--- src/rtl/wb_pkg.sv ---
// wb_pkg: shared types and constants for the writeback arbiter
package wb_pkg;
  localparam logic [4:0] REG_X0 = 5'd0;
  typedef struct packed {
    logic        live;
    logic [4:0]  rd;
    logic [31:0] data;
  } wb_req_t;
endpackage

--- src/rtl/wb_arbiter_if.sv ---
// wb_arbiter_if: ALU/LSU result streams, register-file write port and hazard lookup
interface wb_arbiter_if #(parameter int DEPTH = 4);
  logic                         alu_valid;
  logic [4:0]                   alu_rd;
  logic [31:0]                  alu_data;
  logic                         lsu_valid;
  logic                         lsu_ready;
  logic [4:0]                   lsu_rd;
  logic [31:0]                  lsu_data;
  logic                         rd_wren;
  logic [4:0]                   rd_addr;
  logic [31:0]                  rd_data;
  logic [4:0]                   rs1_addr;
  logic [4:0]                   rs2_addr;
  logic                         rs1_pending;
  logic                         rs2_pending;
  logic [$clog2(DEPTH+1)-1:0]   fifo_count;
  modport master (
    output alu_valid, alu_rd, alu_data, lsu_valid, lsu_rd, lsu_data, rs1_addr, rs2_addr,
    input  lsu_ready, rd_wren, rd_addr, rd_data, rs1_pending, rs2_pending, fifo_count
  );
  modport slave (
    input  alu_valid, alu_rd, alu_data, lsu_valid, lsu_rd, lsu_data, rs1_addr, rs2_addr,
    output lsu_ready, rd_wren, rd_addr, rd_data, rs1_pending, rs2_pending, fifo_count
  );
endinterface

--- src/rtl/wb_fifo.sv ---
// wb_fifo: LSU result queue with per-rd squash and a flattened rd/live view
module wb_fifo
  import wb_pkg::*;
#(
  parameter int DEPTH = 4
) (
  input  logic                       i_clk,
  input  logic                       i_reset,
  input  logic                       push,
  input  wb_req_t                    push_req,
  input  logic                       pop,
  input  logic                       squash,
  input  logic [4:0]                 squash_rd,
  output wb_req_t                    head,
  output logic [$clog2(DEPTH+1)-1:0] count,
  output logic [DEPTH*5-1:0]         view_rd,
  output logic [DEPTH-1:0]           view_live
);
  localparam int AW = $clog2(DEPTH);
  localparam int CW = $clog2(DEPTH+1);
  wb_req_t mem [DEPTH];
  logic [AW-1:0] wp, rp;
  assign head = mem[rp];
  always_comb begin
    view_rd = '0;
    view_live = '0;
    for (int i = 0; i < DEPTH; i++) begin
      view_rd[i*5 +: 5] = mem[i].rd;
      view_live[i] = mem[i].live;
    end
  end
  // an entry pushed alongside a squash to the same rd is born dead
  always_ff @(posedge i_clk or negedge i_reset) begin
    if (!i_reset) begin
      mem <= '{default: '0};
      wp <= '0;
      rp <= '0;
      count <= '0;
    end else begin
      for (int i = 0; i < DEPTH; i++)
        if (squash && mem[i].rd == squash_rd) mem[i].live <= 1'b0;
      if (pop) mem[rp].live <= 1'b0;
      if (push) mem[wp] <= wb_req_t'{live: push_req.live && !(squash && push_req.rd == squash_rd),
                                      rd: push_req.rd, data: push_req.data};
      wp <= push ? wp + AW'(1) : wp;
      rp <= pop ? rp + AW'(1) : rp;
      count <= count + CW'(push) - CW'(pop);
    end
  end
endmodule

--- src/rtl/wb_arbiter.sv ---
// wb_arbiter: merges ALU and LSU results onto the register-file write port
module wb_arbiter
  import wb_pkg::*;
#(
  parameter int DEPTH = 4
) (
  input logic         i_clk,
  input logic         i_reset,
  wb_arbiter_if.slave bus
);
  localparam int CW = $clog2(DEPTH+1);
  logic alu_wr, lsu_fire, lsu_live, empty, bypass, push, pop, hit1, hit2;
  wb_req_t head, src, out_q;
  logic [CW-1:0] count;
  logic [DEPTH*5-1:0] view_rd;
  logic [DEPTH-1:0] view_live;
  wb_fifo #(.DEPTH(DEPTH)) u_fifo (
    .i_clk(i_clk), .i_reset(i_reset),
    .push(push), .push_req(wb_req_t'{live: 1'b1, rd: bus.lsu_rd, data: bus.lsu_data}),
    .pop(pop), .squash(alu_wr), .squash_rd(bus.alu_rd),
    .head(head), .count(count), .view_rd(view_rd), .view_live(view_live)
  );
  assign bus.lsu_ready = count < CW'(DEPTH);
  always_comb begin
    alu_wr = bus.alu_valid && bus.alu_rd != REG_X0;
    lsu_fire = bus.lsu_valid && bus.lsu_ready;
    lsu_live = lsu_fire && bus.lsu_rd != REG_X0;
    empty = count == '0;
    bypass = lsu_live && empty && !alu_wr;
    push = lsu_live && !bypass;
    pop = !alu_wr && !empty;
    src = alu_wr ? wb_req_t'{live: 1'b1, rd: bus.alu_rd, data: bus.alu_data}
        : pop    ? head
        :          wb_req_t'{live: bypass, rd: bus.lsu_rd, data: bus.lsu_data};
    hit1 = 1'b0;
    hit2 = 1'b0;
    for (int i = 0; i < DEPTH; i++) begin
      hit1 = hit1 | (view_live[i] && view_rd[i*5 +: 5] == bus.rs1_addr);
      hit2 = hit2 | (view_live[i] && view_rd[i*5 +: 5] == bus.rs2_addr);
    end
  end
  // address and data only move on a real write so idle and squashed slots hold them
  always_ff @(posedge i_clk or negedge i_reset) begin
    if (!i_reset) begin
      out_q <= '0;
    end else begin
      out_q.live <= src.live;
      if (src.live) begin
        out_q.rd <= src.rd;
        out_q.data <= src.data;
      end
    end
  end
  assign bus.rd_wren = out_q.live;
  assign bus.rd_addr = out_q.rd;
  assign bus.rd_data = out_q.data;
  assign bus.fifo_count = count;
  assign bus.rs1_pending = bus.rs1_addr != REG_X0 && (hit1 || (out_q.live && out_q.rd == bus.rs1_addr));
  assign bus.rs2_pending = bus.rs2_addr != REG_X0 && (hit2 || (out_q.live && out_q.rd == bus.rs2_addr));
endmodule

--- src/flat_wrapper.sv ---
// flat-port wrapper written by rule: the top's interface ports become plain ports
module wb_arbiter_flat import wb_pkg::*;
#(
  parameter int DEPTH = 4
)
  (i_clk, i_reset, bus_alu_valid, bus_alu_rd, bus_alu_data, bus_lsu_valid, bus_lsu_rd, bus_lsu_data, bus_rs1_addr, bus_rs2_addr, bus_lsu_ready, bus_rd_wren, bus_rd_addr, bus_rd_data, bus_rs1_pending, bus_rs2_pending, bus_fifo_count);
  wb_arbiter_if #(.DEPTH(DEPTH)) bus_i ();
  input logic i_clk;
  input logic i_reset;
  input wire logic [$bits(bus_i.alu_valid)-1:0] bus_alu_valid;
  input wire logic [$bits(bus_i.alu_rd)-1:0] bus_alu_rd;
  input wire logic [$bits(bus_i.alu_data)-1:0] bus_alu_data;
  input wire logic [$bits(bus_i.lsu_valid)-1:0] bus_lsu_valid;
  input wire logic [$bits(bus_i.lsu_rd)-1:0] bus_lsu_rd;
  input wire logic [$bits(bus_i.lsu_data)-1:0] bus_lsu_data;
  input wire logic [$bits(bus_i.rs1_addr)-1:0] bus_rs1_addr;
  input wire logic [$bits(bus_i.rs2_addr)-1:0] bus_rs2_addr;
  output wire logic [$bits(bus_i.lsu_ready)-1:0] bus_lsu_ready;
  output wire logic [$bits(bus_i.rd_wren)-1:0] bus_rd_wren;
  output wire logic [$bits(bus_i.rd_addr)-1:0] bus_rd_addr;
  output wire logic [$bits(bus_i.rd_data)-1:0] bus_rd_data;
  output wire logic [$bits(bus_i.rs1_pending)-1:0] bus_rs1_pending;
  output wire logic [$bits(bus_i.rs2_pending)-1:0] bus_rs2_pending;
  output wire logic [$bits(bus_i.fifo_count)-1:0] bus_fifo_count;
  assign bus_i.alu_valid = bus_alu_valid;
  assign bus_i.alu_rd = bus_alu_rd;
  assign bus_i.alu_data = bus_alu_data;
  assign bus_i.lsu_valid = bus_lsu_valid;
  assign bus_i.lsu_rd = bus_lsu_rd;
  assign bus_i.lsu_data = bus_lsu_data;
  assign bus_i.rs1_addr = bus_rs1_addr;
  assign bus_i.rs2_addr = bus_rs2_addr;
  assign bus_lsu_ready = bus_i.lsu_ready;
  assign bus_rd_wren = bus_i.rd_wren;
  assign bus_rd_addr = bus_i.rd_addr;
  assign bus_rd_data = bus_i.rd_data;
  assign bus_rs1_pending = bus_i.rs1_pending;
  assign bus_rs2_pending = bus_i.rs2_pending;
  assign bus_fifo_count = bus_i.fifo_count;
  wb_arbiter #(.DEPTH(DEPTH)) u_core (.i_clk(i_clk), .i_reset(i_reset), .bus(bus_i));
endmodule
--- config.mk ---
export PLATFORM = sky130hd
export DESIGN_NAME = wb_arbiter_flat
export DESIGN_NICKNAME = d
export VERILOG_FILES = /design/src/rtl/wb_pkg.sv /design/src/rtl/wb_arbiter_if.sv /design/src/rtl/wb_fifo.sv /design/src/rtl/wb_arbiter.sv /design/src/flat_wrapper.sv
export SDC_FILE = /design/constraint.sdc
export NUM_CORES = 1
export LEC_CHECK = 0
export ABC_AREA = 0
export BUFFER_PORTS_ARGS = -buffer_cell sky130_fd_sc_hd__buf_2
export CAP_MARGIN = 20
export CORE_AREA = 3 3 143 145
export CTS_BUF_LIST = sky130_fd_sc_hd__clkbuf_8 sky130_fd_sc_hd__clkbuf_16
export DETAILED_ROUTE_END_ITERATION = 12
export DIE_AREA = 0 0 146 148
export PLACE_DENSITY = 0.86
export RECOVER_POWER = 25
export SLEW_MARGIN = 20
export SYNTH_ARGS = -nofsm -noshare
export SYNTH_HDL_FRONTEND = slang
export SYNTH_SLANG_ARGS = --single-unit
--- constraint.sdc ---
create_clock -name i_clk -period 2.75 [get_ports i_clk]
set_clock_uncertainty 0.2 [all_clocks]
set_input_delay 0.1375 -clock i_clk [delete_from_list [all_inputs] [get_ports i_clk]]
set_output_delay 0.1375 -clock i_clk [all_outputs]
set_load 0.01 [all_outputs]
==> results of run 1 <==
power by group:
group / internal (W) / switching, W / leakage [nW]
sequential: 0.00437 / 0.00119 / 2.34
clock: 0.00138 / 0.00115 / 0.279
combinational: 0.00323 / 0.00275 / 2.83
sequential cells by signal, summed over array words and instances (netlist names):
signal,count
u_core.u_fifo.rp,2
u_core.bus.rd_addr,5
u_core.u_fifo.wp,2
u_core.bus.rd_wren,1
u_core.u_fifo.view_rd,20
u_core.bus.rd_data,32
u_core.u_fifo.mem,128
u_core.u_fifo.count,3
u_core.u_fifo.view_live,4
routing by layer:
| metal | vias to the layer above | share of wire (%) | track usage, % |
|---|---|---|---|
| li1 | 3330 | - | - |
| met1 | 3806 | 41 | 31.6 |
| met2 | 262 | 51 | 42.2 |
| met3 | 67 | 5.6 | 4.75 |
| met4 | 0 | 2.5 | 8.51 |
| met5 | - | 0 | 0 |
synth_stat cells:
cell type / number / area [µm²]
fa_1: 1 / 20.0
or4_1: 4 / 30.0
inv_1: 9 / 33.8
a21boi_0: 1 / 7.51
and2_0: 1 / 6.26
dfrtp_1: 197 / 4930
nand2_1: 78 / 293
nor4_1: 11 / 68.8
o21a_1: 1 / 7.51
buf_8: 4 / 60.1
o211a_2: 1 / 10.0
buf_1: 8 / 30.0
o22a_1: 2 / 17.5
mux2_2: 148 / 1670
mux4_2: 38 / 856
o21ai_0: 38 / 190
xnor2_1: 25 / 219
nand4_1: 4 / 25.0
buf_6: 7 / 78.8
or3_1: 1 / 6.26
a41o_1: 4 / 40.0
o211ai_4: 4 / 85.1
nor3_1: 5 / 25.0
nor2_1: 41 / 154
nor2_2: 1 / 6.26
xor2_1: 54 / 473
a21oi_1: 35 / 175
ha_1: 10 / 125
nand3_1: 50 / 250
a31oi_1: 2 / 12.5
buf_4: 12 / 90.1
a32oi_1: 2 / 17.5
buf_2: 10 / 50.1
clkbuf_1: 24 / 90.1
a211o_1: 1 / 8.76
cell families (layout without fill, tap and decap cells):
| family | Yosys count | count (layout) | synth area share, % |
|---|---|---|---|
| AO/OA/AOI/OAI | 91 | 91 | 5.63 |
| XOR/XNOR | 79 | 79 | 6.81 |
| adder cells (fa/ha/maj) | 11 | 11 | 1.43 |
| buffers and inverters | 74 | 275 | 4.26 |
| flip-flops | 197 | 197 | 48.5 |
| multiplexers | 186 | 186 | 24.8 |
| other | 0 | 1 | 0 |
| AND/OR/NAND/NOR | 196 | 196 | 8.51 |
cells in the final DEF, fill, tap and decap left out, types with 4 or more instances in the layout:
master / synthesis / final
xnor2_1: 25 / 24
xor2_1: 54 / 54
nor3_1: 5 / 4
ha_1: 10 / 9
a21oi_1: 35 / 35
o211ai_4: 4 / 4
nand4_1: 4 / 4
buf_2: 10 / 108
buf_12: 0 / 8
buf_4: 12 / 21
inv_1: 9 / 10
clkbuf_1: 24 / 22
nand3_1: 50 / 50
o21ai_0: 38 / 37
a41o_1: 4 / 4
nand2_1: 78 / 78
dfrtp_1: 197 / 195
clkbuf_16: 0 / 17
mux4_2: 38 / 38
mux2_2: 148 / 148
nor4_1: 11 / 11
nor2_1: 41 / 41
dlygate4sd3_1: 0 / 72
clkinvlp_4: 0 / 5
final cells by class:
class	count	area (µm²)
antenna	1	2.50
clock buffer	18	439
clock inverter	14	153
fill	1422	6900
inverter	9	33.8
multi-input combinational	563	4860
sequential	197	4930
tap	265	332
timing repair buffer	234	1680
worst paths after layout:
path                                              startpoint  slack (ns)                                  to
setup / recovery                               bus_lsu_rd[1]        0.09    u_core.u_fifo.count[2]$_DFF_PN0_
setup reg to reg            u_core.u_fifo.count[0]$_DFF_PN0_        0.21  u_core.bus.rd_data[22]$_DFFE_PN0P_
hold reg to reg            u_core.u_fifo.mem[66]$_DFFE_PN0P_        0.30   u_core.u_fifo.mem[66]$_DFFE_PN0P_
hold / removal                                 bus_alu_rd[4]        0.04   u_core.bus.rd_addr[4]$_DFFE_PN0P_
max in group asynchronous                            i_reset        0.45   u_core.u_fifo.mem[24]$_DFFE_PN0P_
min in group asynchronous                            i_reset        0.58  u_core.bus.rd_data[28]$_DFFE_PN0P_
tightest hold or removal path, delay by kind of cell:
kind,cells,cell delay (ns)
buffers and inverters,1,0.21
AOI/OAI and AO/OA,2,0.29
timing repair:
action,4_1_cts,5_1_grt
endpoints found under the hold margin,255,0
resized for setup,0,8
setup endpoints to repair,0,25
hold buffers,72,0
per-stage QoR:
stage               hold slack, ns  cells  utilization, %  setup TNS [ns]  cell area (µm²)
global route                0.0732   1301            64.3        -0.00108            12400
finish                      0.0428   1301            64.3               0            12400
global placement          -0.00214   1196            57.5               0            11100
floorplan                   -0.358    834               -               0            10200
detailed placement         0.00540   1196            57.5               0            11100
CTS                         0.0179   1300            64.3               0            12400
==> run summary, run 1 <==
Post-CTS Setup Bufs: 0
Die Wd: 146 µm
Final hold vios: 0
Clk pin slew, worst setup/hold paths: 0.07 ns
Synth Register Bits: 197
Port buffer count: 131
Relative slew slack: -32.2%
DRC Markers: 0
Routed wire length: 25.9 mm
Worst reg2reg path depth: 6
H-tree Lvls: 4
Vias per cell: 5.74
Worst-Skew Late Latency: 0.43 ns
Tot Pwr: 0.0141 W
Total global routing overflow: 0
Leak Pwr: 5.45 nW
Antenna violations before repair: 1
Crit share post-route: 96.8%
Peak supply drop: 553 µV
Max Freq: 0.376 GHz
Maximum root-to-sink buffer count: 2
Vias in the first global route: 7950
Syn_nets: 933
Mean Syn Cell Area: 12.2 µm²
CP Data Required Time: 2.87 ns
Final Max Tran Viols: 76
Area delta synth->final: 22.4%
Top delay family on crit path: buffers and inverters
CP Cell Sequence: dlygate4sd3_1 > buf_2 > or4_4 > o211a_4 > a21boi_4 > inv_1 > ha_1 > inv_1 > ha_2 > fa_2 > xnor2_2 > xnor2_1
Critical path class: in2reg
Core area: 19300 µm²
Synth unique cells: 35
Sequential-to-total area share from yosys stat: 48.5%
CTS Root Cell: clkbuf_16
RePlAce Congestion: 0.928
CP max-delay cell: dlygate4sd3_1
Initial Util: 52.5%
First-pass GRT wire length: 42.3 mm
CP bufs+invs: 4
Layout cells sized above 1: 36.1%
Number of buffers created by CTS: 17
Clock sinks: 197
Nets: 1121
Drt initial violations: 654
Critical Path Sink Type: register
Hold Crit Class: in2reg
Warnings, synthesis: 0
Worst Tran Pin Value: 1.98 ns
Critical Path AT: 2.78 ns
Pre-CTS WS: 0.0881 ns
Row count: 51
Io pins: 132
Stages on worst setup path: 12
Die Y: 148 µm
Period minus WS final: 2.66 ns
Cell Area, Synth: 10200 µm²
Final HPWL DP: 15.7 mm
PD cells: 1130 nW/µm²
DR vias: 7465
Most Frequent Cell on Critical Path: inv_1
TritonCTS clock tree: done
Crit start category: primary input
GRT Total Usage: 24.6%
Final setup viols: 0
Antenna viol nets, final: 0
Status: finished, violations left
CP max FO: 4
Mapped Cells: 834
Slowest stage delay, CP: 0.54 ns
WL per Instance: 19.9 µm
Die area: 21600 µm²
Largest net degree at the start of global routing: 77
Post-route setup slack: 0.0871 ns
Hold path depth: 3
First-pass detailed-route iteration total: 5
Max-cap violations: 1
Failing checks: max-capacitance violations, max-slew violations
Power figures use the tool's default switching activity.
==> run 2: changes to the inputs <==
--- a/config.mk
+++ b/config.mk
@@ -8,13 +8,14 @@
 export ABC_AREA = 0
 export BUFFER_PORTS_ARGS = -buffer_cell sky130_fd_sc_hd__buf_2
 export CAP_MARGIN = 20
-export CORE_AREA = 3 3 143 145
+export CORE_AREA = 3 3 146 148
 export CTS_BUF_LIST = sky130_fd_sc_hd__clkbuf_8 sky130_fd_sc_hd__clkbuf_16
 export DETAILED_ROUTE_END_ITERATION = 12
-export DIE_AREA = 0 0 146 148
-export PLACE_DENSITY = 0.86
+export DIE_AREA = 0 0 149 151
+export PLACE_DENSITY = 0.76
 export RECOVER_POWER = 25
 export SLEW_MARGIN = 20
 export SYNTH_ARGS = -nofsm -noshare
 export SYNTH_HDL_FRONTEND = slang
+export SYNTH_HIERARCHICAL = 1
 export SYNTH_SLANG_ARGS = --single-unit
==> constraint.sdc (replaced) <==
create_clock -name i_clk -period 2.75 [get_ports i_clk]
set_clock_uncertainty 0.2 [all_clocks]
set_input_delay 0.275 -clock i_clk [delete_from_list [all_inputs] [get_ports i_clk]]
set_output_delay 0.275 -clock i_clk [all_outputs]
set_load 0.01 [all_outputs]
==> run summary, run 2 <==
Post-CTS Setup Bufs: 0 (unchanged)
Worst Tran Pin Value: 1.17 ns (-0.817 ns)
Largest register FFs: 128 (unchanged)
Commonest non-fill, non-tap cells in the layout: dfrtp_1 (195), mux2_2 (133), buf_2 (130)
Antenna violations before repair: 0 (-1)
Cell type with the largest total area after synthesis: dfrtp_1
Post-route design area: 12400 µm² (about the same)
Die Wd: 149 µm (+2.1%)
Most common cell in the netlist: dfrtp_1
Synth Register Bits: 197 (unchanged)
Final setup viols: 0 (unchanged)
Final Max Tran Viols: 0 (-100%)
Commonest non-fill, non-tap cell in the layout: dfrtp_1
CTS Root Cell: clkbuf_16
Synth top area cells: dfrtp_1 (47%), mux2_2 (14%), mux4_2 (8.1%)
PD cells: 1140 nW/µm² (+1.1%)
Synth unique cells: 37 (+5.7%)
Final HPWL DP: 16.5 mm (+5.2%)
TritonCTS clock tree: done
Max Freq: 0.402 GHz (+7.0%)
Syn_nets: 916 (-1.8%)
Mean Syn Cell Area: 12.9 µm² (+6.2%)
Pre-CTS WS: -0.0539 ns (-0.142 ns)
Sequential-to-total area share from yosys stat: 46.6% (-1.9 points)
H-tree Lvls: 4 (unchanged)
Most flops, register: u_core/u_fifo/mem
Die Y: 151 µm (+2.0%)
Max-cap violations: 0 (-1)
Largest net degree at the start of global routing: 88 (+14%)
Post-synth top flop: dfrtp_1
Routed wire length: 24.5 mm (-5.2%)
Maximum root-to-sink buffer count: 2 (unchanged)
Mapped Cells: 817 (-2.0%)
CP Data Required Time: 2.91 ns (+0.04 ns)
Synth async-reset ratio: 100% (unchanged)
Crit share post-route: 90.5% (-6.3 points)
Worst-Skew Late Latency: 0.43 ns (about the same)
Vias per cell: 5.61 (-2.3%)
Synth top cells by count: dfrtp_1 (197), mux2_2 (133), nand2_1 (79)
RePlAce Congestion: 0.861 (-7.2%)
Final std cells w/o fill: 1245 (-4.3%)
Core area: 20200 µm² (+4.3%)
Io pins: 132 (unchanged)
Clock sinks: 197 (unchanged)
Vias in the first global route: 7307 (-8.1%)
Row count: 52 (+2.0%)
RSZ-0062 raised after global routing: no
Peak supply drop: 591 µV (+6.9%)
Critical Path AT: 2.64 ns (-0.14 ns)
Relative slew slack: 22.3% (+54 points)
Area delta synth->final: 17.5%
Warnings, synthesis: 6 (+6)
Die area: 22500 µm² (+4.1%)
Clk pin slew, worst setup/hold paths: 0.07 ns (about the same)
Critical path class: reg2reg
GRT Total Usage: 22.4% (-2.2 points)
Nets: 1061 (-5.4%)
Cells after DPL: 1179 (-1.4%)
Layout cells sized above 1: 45.1% (+9.0 points)
Hold Crit Class: in2reg
Reg2Reg Setup Slack: 0.26 ns (+0.05 ns)
Share of the synthesized area in the top cell type: 46.6% (-1.9 points)
DRC Markers: 0 (unchanged)
Period minus WS final: 2.49 ns (-0.174 ns)
Final hold vios: 0 (unchanged)
Number of buffers created by CTS: 17 (unchanged)
Crit start category: register
Cell Area, Synth: 10600 µm² (+4.1%)
Drt initial violations: 457 (-30%)
CP max FO: 5 (+1)
N_diodes: 0 (-1)
WL per Instance: 19.7 µm (-0.91%)
Leak Pwr: 5.74 nW (+5.3%)
Critical Path Sink Type: register
Antenna viol nets, final: 0 (unchanged)
Worst hold margin: 0.0451 ns (+0.00233 ns)
Port buffer count: 131 (unchanged)
Initial Util: 52.4% (-0.13 points)
First-pass GRT wire length: 39.3 mm (-7.0%)
First-pass detailed-route iteration total: 5 (unchanged)
EDFF count, synth: 0 (unchanged)
Total global routing overflow: 0 (unchanged)
Status: finished, final reports clean
Post-DP Area: 11500 µm² (+3.5%)
Post-route setup slack: 0.261 ns (+0.174 ns)
DR vias: 6981 (-6.5%)
## run 2: changes by cell type after synthesis, sizes merged, moves of 5 or more
| cell | before | now |
|---|---|---|
| nand3 | 50 | 16 |
| mux2i | 0 | 5 |
| a31oi | 2 | 32 |
| a21oi | 35 | 1 |
| nand2 | 78 | 83 |
| nor2 | 42 | 33 |
| mux2 | 148 | 185 |
| buf | 41 | 68 |
| o21ai | 38 | 9 |
| clkbuf | 24 | 16 |
## run 2: cell families after synthesis
kind of cell	share of synthesized area (%)
AO/OA/AOI/OAI	2.99
flip-flops	46.6
other	0.0355
multiplexers	30.1
AND/OR/NAND/NOR	6.68
adder cells (fa/ha/maj)	1.37
buffers and inverters	5.66
XOR/XNOR	6.55
## run 2: through the flow
| step | util [%] | TNS (ns) | power (W) |
|---|---|---|---|
| after floorplan | - | 0 | 0.0101 |
| after detailed placement | 57.0 | -0.380 | 0.0116 |
| after global routing | 61.6 | 0 | 0.0151 |
| after global placement | 57.0 | -0.602 | 0.0114 |
| final | 61.6 | 0 | 0.0142 |
| after CTS | 61.8 | 0 | 0.0143 |
## run 2: per-layer routing
metal	GRT usage [%]	vias up	part of all wire (%)	wire, µm
met5	0	-	0	0
met4	6.86	0	1.5	363
met1	30.4	3601	44	10700
met2	37.9	196	50	12400
met3	3.20	28	4.5	1110
li1	-	3156	-	-
## run 2: final cells by class
class | count | area (µm²)
Sequential cell | 197 | 4930
Timing Repair Buffer | 210 | 1440
Clock buffer | 18 | 439
Clock inverter | 14 | 174
Fill cell | 1587 | 7750
Tap cell | 270 | 338
Inverter | 10 | 37.5
Multi-Input combinational cell | 526 | 5060
## run 2: repair_timing
| item | in CTS | in global routing |
|---|---|---|
| hold endpoints to repair | 213 | 0 |
| gates resized for setup | 0 | 1 |
| setup endpoints to repair | 0 | 1 |
| hold buffers | 34 | 0 |
## run 2: power breakdown
| part | switching [W] | internal [W] | total [W] |
|---|---|---|---|
| Sequential | 0.00112 | 0.00437 | 0.00548 |
| Combinational | 0.00254 | 0.00360 | 0.00614 |
| Clock | 0.00112 | 0.00147 | 0.00259 |
## run 2: final timing paths
check | start | end | cells after the start
min in group asynchronous | i_reset | u_core/u_fifo/mem[101]$_DFFE_PN0P_ | 2
worst max-delay path | u_core/u_fifo/count[2]$_DFF_PN0_ | u_core/u_fifo/count[2]$_DFF_PN0_ | 9
worst min-delay path | bus_alu_data[28] | u_core/bus.rd_data[28]$_DFFE_PN0P_ | 4
max in group asynchronous | i_reset | u_core/u_fifo/mem[116]$_DFFE_PN0P_ | 3
worst max register to register | u_core/u_fifo/count[2]$_DFF_PN0_ | u_core/u_fifo/count[2]$_DFF_PN0_ | 9
worst min register to register | u_core/u_fifo/mem[8]$_DFFE_PN0P_ | u_core/u_fifo/mem[8]$_DFFE_PN0P_ | 1
## run 2: worst max-delay path: stages (launching register included)
cell	delay (ns)
dfrtp_1	0.44
nor3_2	0.44
nor2_2	0.10
ha_1	0.30
inv_1	0.05
ha_1	0.13
inv_1	0.05
fa_1	0.39
xnor2_1	0.18
xnor2_1	0.13
